==> src/rtl/cam_btn_cmd_scheduler.sv <==
// Classifies debounced button presses as short/long, holds one pending event per
// button and grants them round-robin onto a single valid/ready command port.
module cam_btn_cmd_scheduler #(
   parameter  int NBTN        = 4,
   parameter  int LONG_CYCLES = 25000000,
   localparam int IDW         = $clog2(NBTN),
   localparam int CW          = $clog2(LONG_CYCLES + 1)
) (
   input  logic            clk,
   input  logic            rst_n,
   input  logic [NBTN-1:0] btn_level,
   input  logic [NBTN-1:0] btn_tick,
   output logic            cmd_valid,
   input  logic            cmd_ready,
   output logic [IDW-1:0]  cmd_id,
   output logic            cmd_long,
   output logic [NBTN-1:0] pending,
   output logic            overflow,
   input  logic            clr_overflow
);

   // state   | meaning
   // IDLE    | button released, waiting for a validated press tick
   // HELD    | press in progress, hold counter running
   // LATCHED | long event already posted, waiting for release
   typedef enum logic [1:0] {S_IDLE, S_HELD, S_LATCHED} btn_state_t;

   localparam logic [CW-1:0] CNT_LONG = CW'(LONG_CYCLES - 1);

   btn_state_t      state [NBTN];
   logic [CW-1:0]   cnt   [NBTN];
   logic [NBTN-1:0] pend;
   logic [NBTN-1:0] pend_long;
   logic [NBTN-1:0] post;
   logic [NBTN-1:0] post_long;
   logic [NBTN-1:0] grant;
   logic [IDW-1:0]  ptr;
   logic [IDW-1:0]  win;
   logic            found;
   logic            load;
   int              k;

   assign pending = pend;

   always_comb begin
      post      = '0;
      post_long = '0;
      for (int i = 0; i < NBTN; i++) begin
         if (state[i] == S_HELD) begin
            if (!btn_level[i]) begin
               post[i] = 1'b1;
            end else if (cnt[i] == CNT_LONG) begin
               post[i]      = 1'b1;
               post_long[i] = 1'b1;
            end
         end
      end
   end

   // Search starts just past the last winner so every button gets a turn.
   always_comb begin
      found = 1'b0;
      win   = '0;
      k     = 0;
      for (int j = 1; j <= NBTN; j++) begin
         k = (int'(ptr) + j) % NBTN;
         if (!found && pend[k[IDW-1:0]]) begin
            found = 1'b1;
            win   = k[IDW-1:0];
         end
      end
   end

   assign load = (!cmd_valid || cmd_ready) && found;

   always_comb begin
      grant = '0;
      if (load) grant[win] = 1'b1;
   end

   always_ff @(posedge clk or negedge rst_n) begin
      if (!rst_n) begin
         for (int i = 0; i < NBTN; i++) begin
            state[i] <= S_IDLE;
            cnt[i]   <= '0;
         end
      end else begin
         for (int i = 0; i < NBTN; i++) begin
            case (state[i])
               S_IDLE: begin
                  if (btn_tick[i]) begin
                     state[i] <= S_HELD;
                     cnt[i]   <= CW'(1);
                  end
               end
               S_HELD: begin
                  if (!btn_level[i]) begin
                     state[i] <= S_IDLE;
                     cnt[i]   <= '0;
                  end else if (cnt[i] == CNT_LONG) begin
                     state[i] <= S_LATCHED;
                  end else if (cnt[i] != '1) begin
                     cnt[i] <= cnt[i] + CW'(1);
                  end
               end
               S_LATCHED: begin
                  if (!btn_level[i]) begin
                     state[i] <= S_IDLE;
                     cnt[i]   <= '0;
                  end
               end
               default: begin
                  state[i] <= S_IDLE;
                  cnt[i]   <= '0;
               end
            endcase
         end
      end
   end

   always_ff @(posedge clk or negedge rst_n) begin
      if (!rst_n) begin
         cmd_valid <= 1'b0;
         cmd_id    <= '0;
         cmd_long  <= 1'b0;
         ptr       <= '0;
         pend      <= '0;
         pend_long <= '0;
         overflow  <= 1'b0;
      end else begin
         if (load) begin
            cmd_valid <= 1'b1;
            cmd_id    <= win;
            cmd_long  <= pend_long[win];
            ptr       <= win;
         end else if (cmd_ready) begin
            cmd_valid <= 1'b0;
         end
         // A fresh post beats a same-cycle grant clear of the same button.
         for (int i = 0; i < NBTN; i++) begin
            if (post[i] && (!pend[i] || grant[i])) begin
               pend[i]      <= 1'b1;
               pend_long[i] <= post_long[i];
            end else if (grant[i]) begin
               pend[i] <= 1'b0;
            end
         end
         if (|(post & pend & ~grant)) overflow <= 1'b1;
         else if (clr_overflow)       overflow <= 1'b0;
      end
   end

endmodule

==> config.mk <==
export PLATFORM = sky130hd
export DESIGN_NAME = cam_btn_cmd_scheduler
export DESIGN_NICKNAME = d
export VERILOG_FILES = /design/src/rtl/cam_btn_cmd_scheduler.sv
export SDC_FILE = /design/constraint.sdc
export NUM_CORES = 1
export LEC_CHECK = 0
export CORE_ASPECT_RATIO = 0.75
export CORE_MARGIN = 3
export CORE_UTILIZATION = 50
export CTS_CLUSTER_SIZE = 20
export DETAILED_ROUTE_END_ITERATION = 10
export DONT_BUFFER_PORTS = 1
export PLACE_DENSITY = 0.77
export SLEW_MARGIN = 20
export SYNTH_ARGS = -nofsm -noshare
export SYNTH_HDL_FRONTEND = slang
export SYNTH_SLANG_ARGS = --single-unit
export TNS_END_PERCENT = 100
==> constraint.sdc <==
create_clock -name clk -period 3.7 [get_ports clk]
set_input_delay 0.74 -clock clk [delete_from_list [all_inputs] [get_ports clk]]
set_output_delay 0.74 -clock clk [all_outputs]
set_load 0.03 [all_outputs]
# Word-level counts from Yosys, hierarchy flattened
# Index checks and enable logic that the tools add are counted.
# op_classes
add_sub_neg,8
n_lt_le_gt_ge,6
eq_ne,36
mux,97
bitwise,3
n_reduce_logical,41
# op_table
op,count
$mux 25,20
$pmux 25 s3,4
$add 25x1->25 const B,4
$eq 25x25->1 const B,4
$ne 25x25->1 const B,4
$mux 1,42
$mux 2,20
$ne 3x2->1 const B,8
$pmux 2 s3,4
$ne 2x2->1 const B,8
$reduce_and 4->1,4
$lt 2x3->1 const B,5
$ne 3x3->1 const B,4
$reduce_and 3->1,4
$reduce_bool 2->1,6
$bmux 1 s2,5
$logic_and 1x1->1,9
$and 4x4->4,2
$eq 2x1->1 const B,4
$eq 2x2->1 const B,4
$logic_not 1->1,8
$logic_not 2->1,4
$logic_or 1x1->1,5
$add 2x1->2 const B,2
6 further kinds,7
# totals
ff_bits,121
input_bits,12
output_inout_bits,9

# Depth between registers and ports, before layout
# Gate-level depths: netlist of the first run.
# logic_depth
word_depth,22
depth_mapped,8
depth_no_buf,7

# Worst setup path before layout of the first run
# No wires, ideal clock.
# synth_path
path_type,input to register
start,input port btn_level[1]
end,register cnt[63] (netlist bit)
setup_time_ns,0.120
t_arrival_ns,1.947
required_time_ns,3.580
slack_ns,1.632
path_stages,7
n_path_buf,1
path_cell_list,buf_2 > nand2_1 > a21o_1 > nand3_1 > a211oi_2 > a31oi_1 > a41o_1
# synth_via
elab_chain_len,2
# synth_rtl
item,line,rtl
"start, declared",11,"input logic [NBTN-1:0] btn_level,"
$ne 3x2->1 (no source line) (tied with other cells),--,
$reduce_and 4->1 (no source line) or $pmux 25 s3 (tied branches),--,
"end signal, assigned by index",103,cnt[i] <= cnt[i] + CW'(1);
"end, declared",31,logic [CW-1:0] cnt [NBTN];
# Several ways; a longest one is shown, not always the timed one.
# A chain may end at the register's enable or synchronous reset.

# Worst setup path in the final report of the first run
# layout_path
start,register cnt[50] (netlist bit)
end,register cnt[59] (netlist bit)
# layout_via
elab_chain_len,5
# layout_rtl
item,line,rtl
$add 25x1->25,103,
$mux 25,102,end else if (cnt[i] != '1) begin
$mux 25,100,end else if (cnt[i] == CNT_LONG) begin
$mux 25,97,if (!btn_level[i]) begin
$pmux 25 s3,89,case (state[i])
# Several ways; a longest one is shown, not always the timed one. The select of a mux whose other input is x is not followed.

==> results of run 1 <==
-- through the flow --
step	cell area, µm²	total power, mW	std cells	hold WS [ps]
final	7750	3.60	979	26.7
after global routing	7750	3.77	979	9.52
after CTS	7750	3.63	979	9.34
after detailed placement	7190	2.06	948	448
after global placement	7190	2.05	948	448
after floorplan	7050	1.93	798	444
-- placed cells by master, fill, tap and decap left out, types with 17 or more instances in the layout --
| cell type | synthesis | routed |
|---|---|---|
| dfrtp_1 | 121 | 121 |
| nor2_1 | 97 | 97 |
| nand2_1 | 80 | 80 |
| nand3_1 | 51 | 51 |
| o21ai_0 | 42 | 42 |
| xor2_1 | 40 | 40 |
| nand4_1 | 39 | 39 |
| a21oi_1 | 33 | 33 |
| and3_1 | 23 | 23 |
| nor3_1 | 17 | 17 |
| clkbuf_16 | 0 | 17 |
-- power groups by stage --
stage               Combinational, mW  Sequential [mW]  Clock [mW]
floorplan                       0.373             1.55           0
global placement                0.442             1.61           0
detailed placement              0.453             1.61           0
CTS                             0.456             1.59        1.59
global route                    0.519             1.60        1.65
finish                          0.457             1.58        1.56
-- layout make-up --
cell class / count / share of cell area
inverters: 16 / 0.00775
clock buffers: 22 / 0.0625
flip-flops and latches: 121 / 0.391
well taps: 171 / 0.0276
clock inverters: 9 / 0.00937
repair buffers: 7 / 0.00678
multi-input cells: 633 / 0.495
-- layer usage --
metal | routed length, µm | vias up | GRT usage
met5 | 0 | - | 0
met1 | 7920 | 2928 | 0.324
li1 | - | 2925 | -
met4 | 244 | 0 | 0.0678
met2 | 7230 | 165 | 0.330
met3 | 875 | 25 | 0.0500
-- cell families after synthesis --
| logic type | after synthesis | synth area share |
|---|---|---|
| XOR/XNOR | 49 | 0.0609 |
| AO/OA/AOI/OAI | 150 | 0.143 |
| buffers and inverters | 44 | 0.0266 |
| adder cells (fa/ha/maj) | 4 | 0.00710 |
| multiplexers | 8 | 0.0121 |
| AND/OR/NAND/NOR | 422 | 0.321 |
| flip-flops | 121 | 0.429 |
-- state kept, by name, summed over array words and instances, names as in the netlist --
name,count
pend_long,4
pending,4
cmd_long,1
overflow,1
ptr,2
cmd_valid,1
state,8
cnt,100
-- worst register-to-register path, stage by stage (launching register included) --
cell and delay [ps]:
dfrtp_1 430, ha_1 240, and4_1 280, nand2_1 230, o32ai_4 590, a21oi_1 300, nand4_1 200, mux2i_1 190
-- path summary, 6_finish.rpt --
kind                              startpoint      endpoint  cells after the start
worst max-delay path                 cnt[50]       cnt[59]                      7
worst min-delay path                   rst_n       cnt[24]                      0
worst max register to register       cnt[50]       cnt[59]                      7
worst min register to register  pend_long[2]  pend_long[2]                      1
max in group asynchronous              rst_n       cnt[81]                      0
min in group clk                btn_level[1]      state[5]                      1
==> reports/results.txt, run 1 <==
RSZ-0062 raised after global routing -> false
slowest stage delay, CP -> 590 ps
Peak VDD IR -> 376 µV
GRT Util Overall -> 0.222
top_reg_cell synth -> dfrtp_1
Cell Int Power -> 2.54 mW
highest clock rate -> 394 MHz
Async S/R FF share, synth -> 1.00
critical path, cell by cell -> ha_1 > and4_1 > nand2_1 > o32ai_4 > a21oi_1 > nand4_1 > mux2i_1
Top Ports -> 21
share of layout cells above drive strength 1 -> 0.0854
die height -> 109 µm
Mapped Cells -> 798
H-tree levels -> 4
Via density -> 6.17
first-pass GRT wire length -> 28300 µm
post-CTS setup buffer count -> 0
post-synth top area share -> 0.429
Fin Clk Skew -> 8.80 ps
worst slew pin tran -> 975 ps
Crit Path Max Fanout -> 13
Setup TNS -> 0 ps
Startpoint Class -> flop
initial antenna violation count -> 0
power share of the sequential group -> 0.440
NetSw -> 1.06 mW
via count -> 6043
Worst-path clk slew -> 50 ps
pin count of the biggest net entering global routing -> 122
Yosys warnings -> 0
FP Rows -> 36
wire per inst -> 16.6 µm
TritonCTS clock tree -> built
worst path arrival time -> 2870 ps
number of global-route vias before repair -> 5664
crit path kind -> flop to flop
Synth area leader -> dfrtp_1
multi-input logic area -> 3830 µm²
most common cell in the netlist -> dfrtp_1
nets@finish -> 812
Yosys cell types -> 71
Routability Congestion -> 0.928
Post-CTS Resized -> 0
GR Overflow Total -> 0
CP top delay family -> compound AO/OA/AOI/OAI gates
clk sinks -> 121
FILL cells -> 1121
maxcap violations -> 0
Commonest cells post-synth -> dfrtp_1, nor2_1, nand2_1, nand3_1, o21ai_0
DRC violations left -> 0
Final Setup Violations -> 0
#FFs+latches synth -> 121
Post-Syn Area -> 7050 µm²
register area share after synthesis -> 0.429
drt first-iter violations -> 597
setup slack, reg-to-reg -> 1160 ps
DRT Wirelength -> 16300 µm
worst skew pair latency -> 410 ps
fin worst setup slack -> 1160 ps
Reg area -> 3030 µm²
Core ar. -> 13400 µm²
Clk pwr share -> 0.433
period utilization -> 0.686
Hold Crit Class -> primary input to async pin
CP max stage cell -> o32ai_4
crit path capture type -> flop
Buffers & Inverters on Critical Path -> 0
Die W -> 143 µm
WP data required -> 4030 ps
max-slew violations -> 0
Final min period -> 2540 ps
P_leak -> 3.23 nW
Core Util, Final -> 0.579
die area -> 15600 µm²
P&R area growth vs syn -> 9.87%
Sw Share -> 0.294
n_diodes -> 0
Detail Route Antenna Nets -> 0
# hold bufs at CTS -> 0
syn_area_per_cell -> 8.84 µm²
Slew HR -> 0.348
First-pass DRT Iterations -> 5
pre-CTS WS -> 1270 ps
Power Density -> 465 nW/µm²
number of port buffers -> 0
status -> completed
Num CTS Buffers -> 17
number of flops mapped to enable cells by yosys -> 0
Clock Path Buffers -> 2
post-synthesis net count -> 814
top post-synthesis cells by area -> dfrtp_1, nor2_1, xor2_1, nand2_1, nand3_1
Root Buffer -> clkbuf_16
DP HPWL -> 10900 µm
Initial Util -> 0.527
Comb power frac -> 0.127
Fin. Hold Viols -> 0
(Power assumes the default switching activity.)
==> run 2, diff against run 1 <==
--- a/config.mk
+++ b/config.mk
@@ -5,13 +5,14 @@
 export SDC_FILE = /design/constraint.sdc
 export NUM_CORES = 1
 export LEC_CHECK = 0
+export ABC_AREA = 1
 export CORE_ASPECT_RATIO = 0.75
 export CORE_MARGIN = 3
 export CORE_UTILIZATION = 50
 export CTS_CLUSTER_SIZE = 20
 export DETAILED_ROUTE_END_ITERATION = 10
 export DONT_BUFFER_PORTS = 1
-export PLACE_DENSITY = 0.77
+export PLACE_DENSITY = 0.8
 export SLEW_MARGIN = 20
 export SYNTH_ARGS = -nofsm -noshare
 export SYNTH_HDL_FRONTEND = slang
==> constraint.sdc (replaced) <==
create_clock -name clk -period 2.1 [get_ports clk]
set_input_delay 0.42 -clock clk [delete_from_list [all_inputs] [get_ports clk]]
set_output_delay 0.42 -clock clk [all_outputs]
set_load 0.03 [all_outputs]
==> run 2 against run 1 <==
  * The flow now finishes with violations (negative hold slack)
  * Clock power up 100%
  * Register-to-register slack worse by 1000 ps
  * Routed wire length up 39%
  * Clock skew up 4.7 ps
  * Fmax up 28%
  * Sequential cell count unchanged
  * Area after synthesis up 18%
  * Synthesized cell count up 54%
  * Non-clock buffer count up 48
  * Combinational power rose to 7.1 times the previous value
  * Die area up 17%
  * Critical endpoint is now cnt[0]
  * Largest power group is now combinational cells
  * Highest routed layer unchanged
==> reports/results.txt, run 2 <==
Crit Reg-Reg Startpoint -> cnt[0]
drt first-iter violations -> 921 (+54%)
Crit Path Max Fanout -> 7 (-6)
Routability Congestion -> 0.992 (+6.9%)
DP HPWL -> 15800 µm (+46%)
max-slew violations -> 0 (unchanged)
Root Buffer -> clkbuf_16
First-pass DRT Iterations -> 6 (+1)
Die W -> 155 µm (+8.2%)
DRC violations left -> 0 (unchanged)
H-tree levels -> 4 (unchanged)
Post-Syn Area -> 8310 µm² (+18%)
highest clock rate -> 504 MHz (+28%)
Peak VDD IR -> 704 µV (+87%)
DRT Wirelength -> 22600 µm (+39%)
most frequent cells in the layout -> nand2_1, inv_1, dfrtp_1
first-pass GRT wire length -> 37200 µm (+32%)
Worst-path clk slew -> 60 ps (about the same)
wire per inst -> 15.2 µm (-8.7%)
share of layout cells above drive strength 1 -> 0.122 (+0.0364)
Final Setup Violations -> 0 (unchanged)
Setup crit end -> cnt[0]
Via density -> 5.56 (-9.9%)
TritonCTS clock tree -> built
Worst R2R End -> cnt[0]
P&R area growth vs syn -> 14.8%
CP max stage cell -> dfrtp_1
Num CTS Buffers -> 17 (unchanged)
Core Util, Final -> 0.590 (+0.0111)
Core ar. -> 16200 µm² (+21%)
Detail Route Antenna Nets -> 0 (unchanged)
register area share after synthesis -> 0.364 (-0.0651)
commonest non-fill, non-tap cell in the layout -> nand2_1
Tot Pwr -> 9.19 mW (+160%)
syn_area_per_cell -> 6.76 µm² (-24%)
GRT Util Overall -> 0.248 (+0.0260)
n_diodes -> 0 (unchanged)
pin count of the biggest net entering global routing -> 122 (unchanged)
Hold Crit Class -> primary input to async pin
multi-input logic area -> 4640 µm² (+21%)
max reg flops -> 100 (unchanged)
Mapped Cells -> 1230 (+54%)
Slew HR -> 0.635 (+0.287)
reg2reg path depth -> 11 (+4)
post-place instance area -> 8750 µm² (+22%)
top_reg_cell synth -> dfrtp_1
P_leak -> 4.25 nW (+31%)
largest registers -> cnt: 100 flops, state: 8 flops
#FFs+latches synth -> 121 (unchanged)
via count -> 8291 (+37%)
die area -> 18200 µm² (+17%)
setup slack, reg-to-reg -> 120 ps (-1040 ps)
hold slack -> -314 ps (-341 ps)
Final min period -> 1980 ps (-555 ps)
clk sinks -> 121 (unchanged)
number of port buffers -> 0 (unchanged)
Synth area leader -> dfrtp_1
die height -> 118 µm (+8.1%)
period utilization -> 0.944 (+0.258)
number of global-route vias before repair -> 7637 (+35%)
Startpoint Class -> flop
post-synthesis net count -> 1246 (+53%)
Initial Util -> 0.514 (-0.0130)
crit path kind -> flop to flop
Yosys cell types -> 40 (-44%)
Reg area -> 3030 µm² (about the same)
number of flops mapped to enable cells by yosys -> 0 (unchanged)
Fin. Hold Viols -> 121 (+121)
worst path arrival time -> 2280 ps (-590 ps)
critical path, cell by cell -> ha_2 > nand2_2 > nor3_4 > buf_4 > nand2_2 > nor3_4 > nand3_2 > nand2_2 > nor2_2 > buf_2 > o21ai_1
post-synth top area share -> 0.364 (-0.0651)
Most flops, register -> cnt
Design Area, Final -> 9540 µm² (+23%)
RSZ-0062 raised after global routing -> true
nets@finish -> 1284 (+58%)
most common cell in the netlist -> nand2_1
Fin Clk Skew -> 13.5 ps (+4.75 ps)
Yosys warnings -> 0 (unchanged)
status -> finished, violations left
slowest stage delay, CP -> 400 ps (-190 ps)
most used cell, CP -> nand2_2
GR Overflow Total -> 0 (unchanged)
violated checks -> negative hold slack
Clock Path Buffers -> 2 (unchanged)
Async S/R FF share, synth -> 1.00 (unchanged)
initial antenna violation count -> 0 (unchanged)
crit path capture type -> flop
top post-synthesis cells by area -> dfrtp_1, nand2_1, nand3_1, inv_1, nor2_1
maxcap violations -> 0 (unchanged)
worst skew pair latency -> 430 ps (+20 ps)
Commonest cells post-synth -> nand2_1, inv_1, dfrtp_1, nor2_1, nand3_1
FILL cells -> 1512 (+35%)
Top Ports -> 21 (unchanged)
Power Density -> 964 nW/µm² (+110%)
FP Rows -> 40 (+11%)
worst slew pin tran -> 547 ps (-428 ps)
crit path from -> cnt[0]
WP data required -> 2400 ps (-1630 ps)
-- run 2: how the worst min path moves through the flow --
stage          endpoint
3_5_place_dp    cnt[54]
2_1_floorplan  cmd_long
4_1_cts         cnt[54]
5_1_grt         cnt[58]
3_3_place_gp    cnt[54]
6_report        cnt[58]
-- run 2: timing repair --
action / CTS / global route
gates resized for setup: 0 / 29
setup buffers: 0 / 6
endpoints found under the setup margin: 0 / 40
hold endpoints to repair: 121 / 121
-- run 2: stage by stage --
stage          setup slack, ps  cells  hold WS, ps  TNS, ps
2_1_floorplan              178   1230          124        0
3_3_place_gp               139   1451          128        0
3_5_place_dp              97.9   1451          129        0
4_1_cts                   34.0   1483         -325        0
5_1_grt                  -25.1   1491         -333    -97.1
6_report                   117   1491         -314        0
-- run 2: cell type report --
type | count | share of cell area
clock buffer | 20 | 0.0489
clock inverter | 12 | 0.0180
inverter | 143 | 0.0565
multi-input combinational | 930 | 0.487
sequential | 121 | 0.318
tap | 210 | 0.0275
timing repair buffer | 55 | 0.0449
-- run 2: where the power goes --
group / switching [mW] / internal (mW) / total [mW]
combinational: 2.26 / 0.968 / 3.23
clock: 1.10 / 2.07 / 3.17
sequential: 0.234 / 2.56 / 2.79
total: 3.60 / 5.60 / 9.19
-- run 2: cell families after synthesis --
| logic type | synth area share |
|---|---|
| buffers and inverters | 0.0881 |
| adders and majority gates | 0.00602 |
| and+or+nand+nor | 0.417 |
| xor gates and xnor gates | 0.0548 |
| DFF | 0.364 |
| AOI/OAI and AO/OA | 0.0699 |
-- run 2: metal layers --
| layer | share of wire | routed length (µm) | track usage |
|---|---|---|---|
| met3 | 0.082 | 1850 | 0.0503 |
| met2 | 0.43 | 9740 | 0.361 |
| met4 | 0.0099 | 225 | 0.0612 |
| met1 | 0.48 | 10800 | 0.378 |
| met5 | 0 | 0 | 0 |
-- run 2: critical path, delay by kind of cell (launching register included) --
family                     cells  cell delay, ps
and+or+nand+nor                7             720
buffers and inverters          2             450
DFF                            1             400
adders and majority gates      1             200
AOI/OAI and AO/OA              1             100
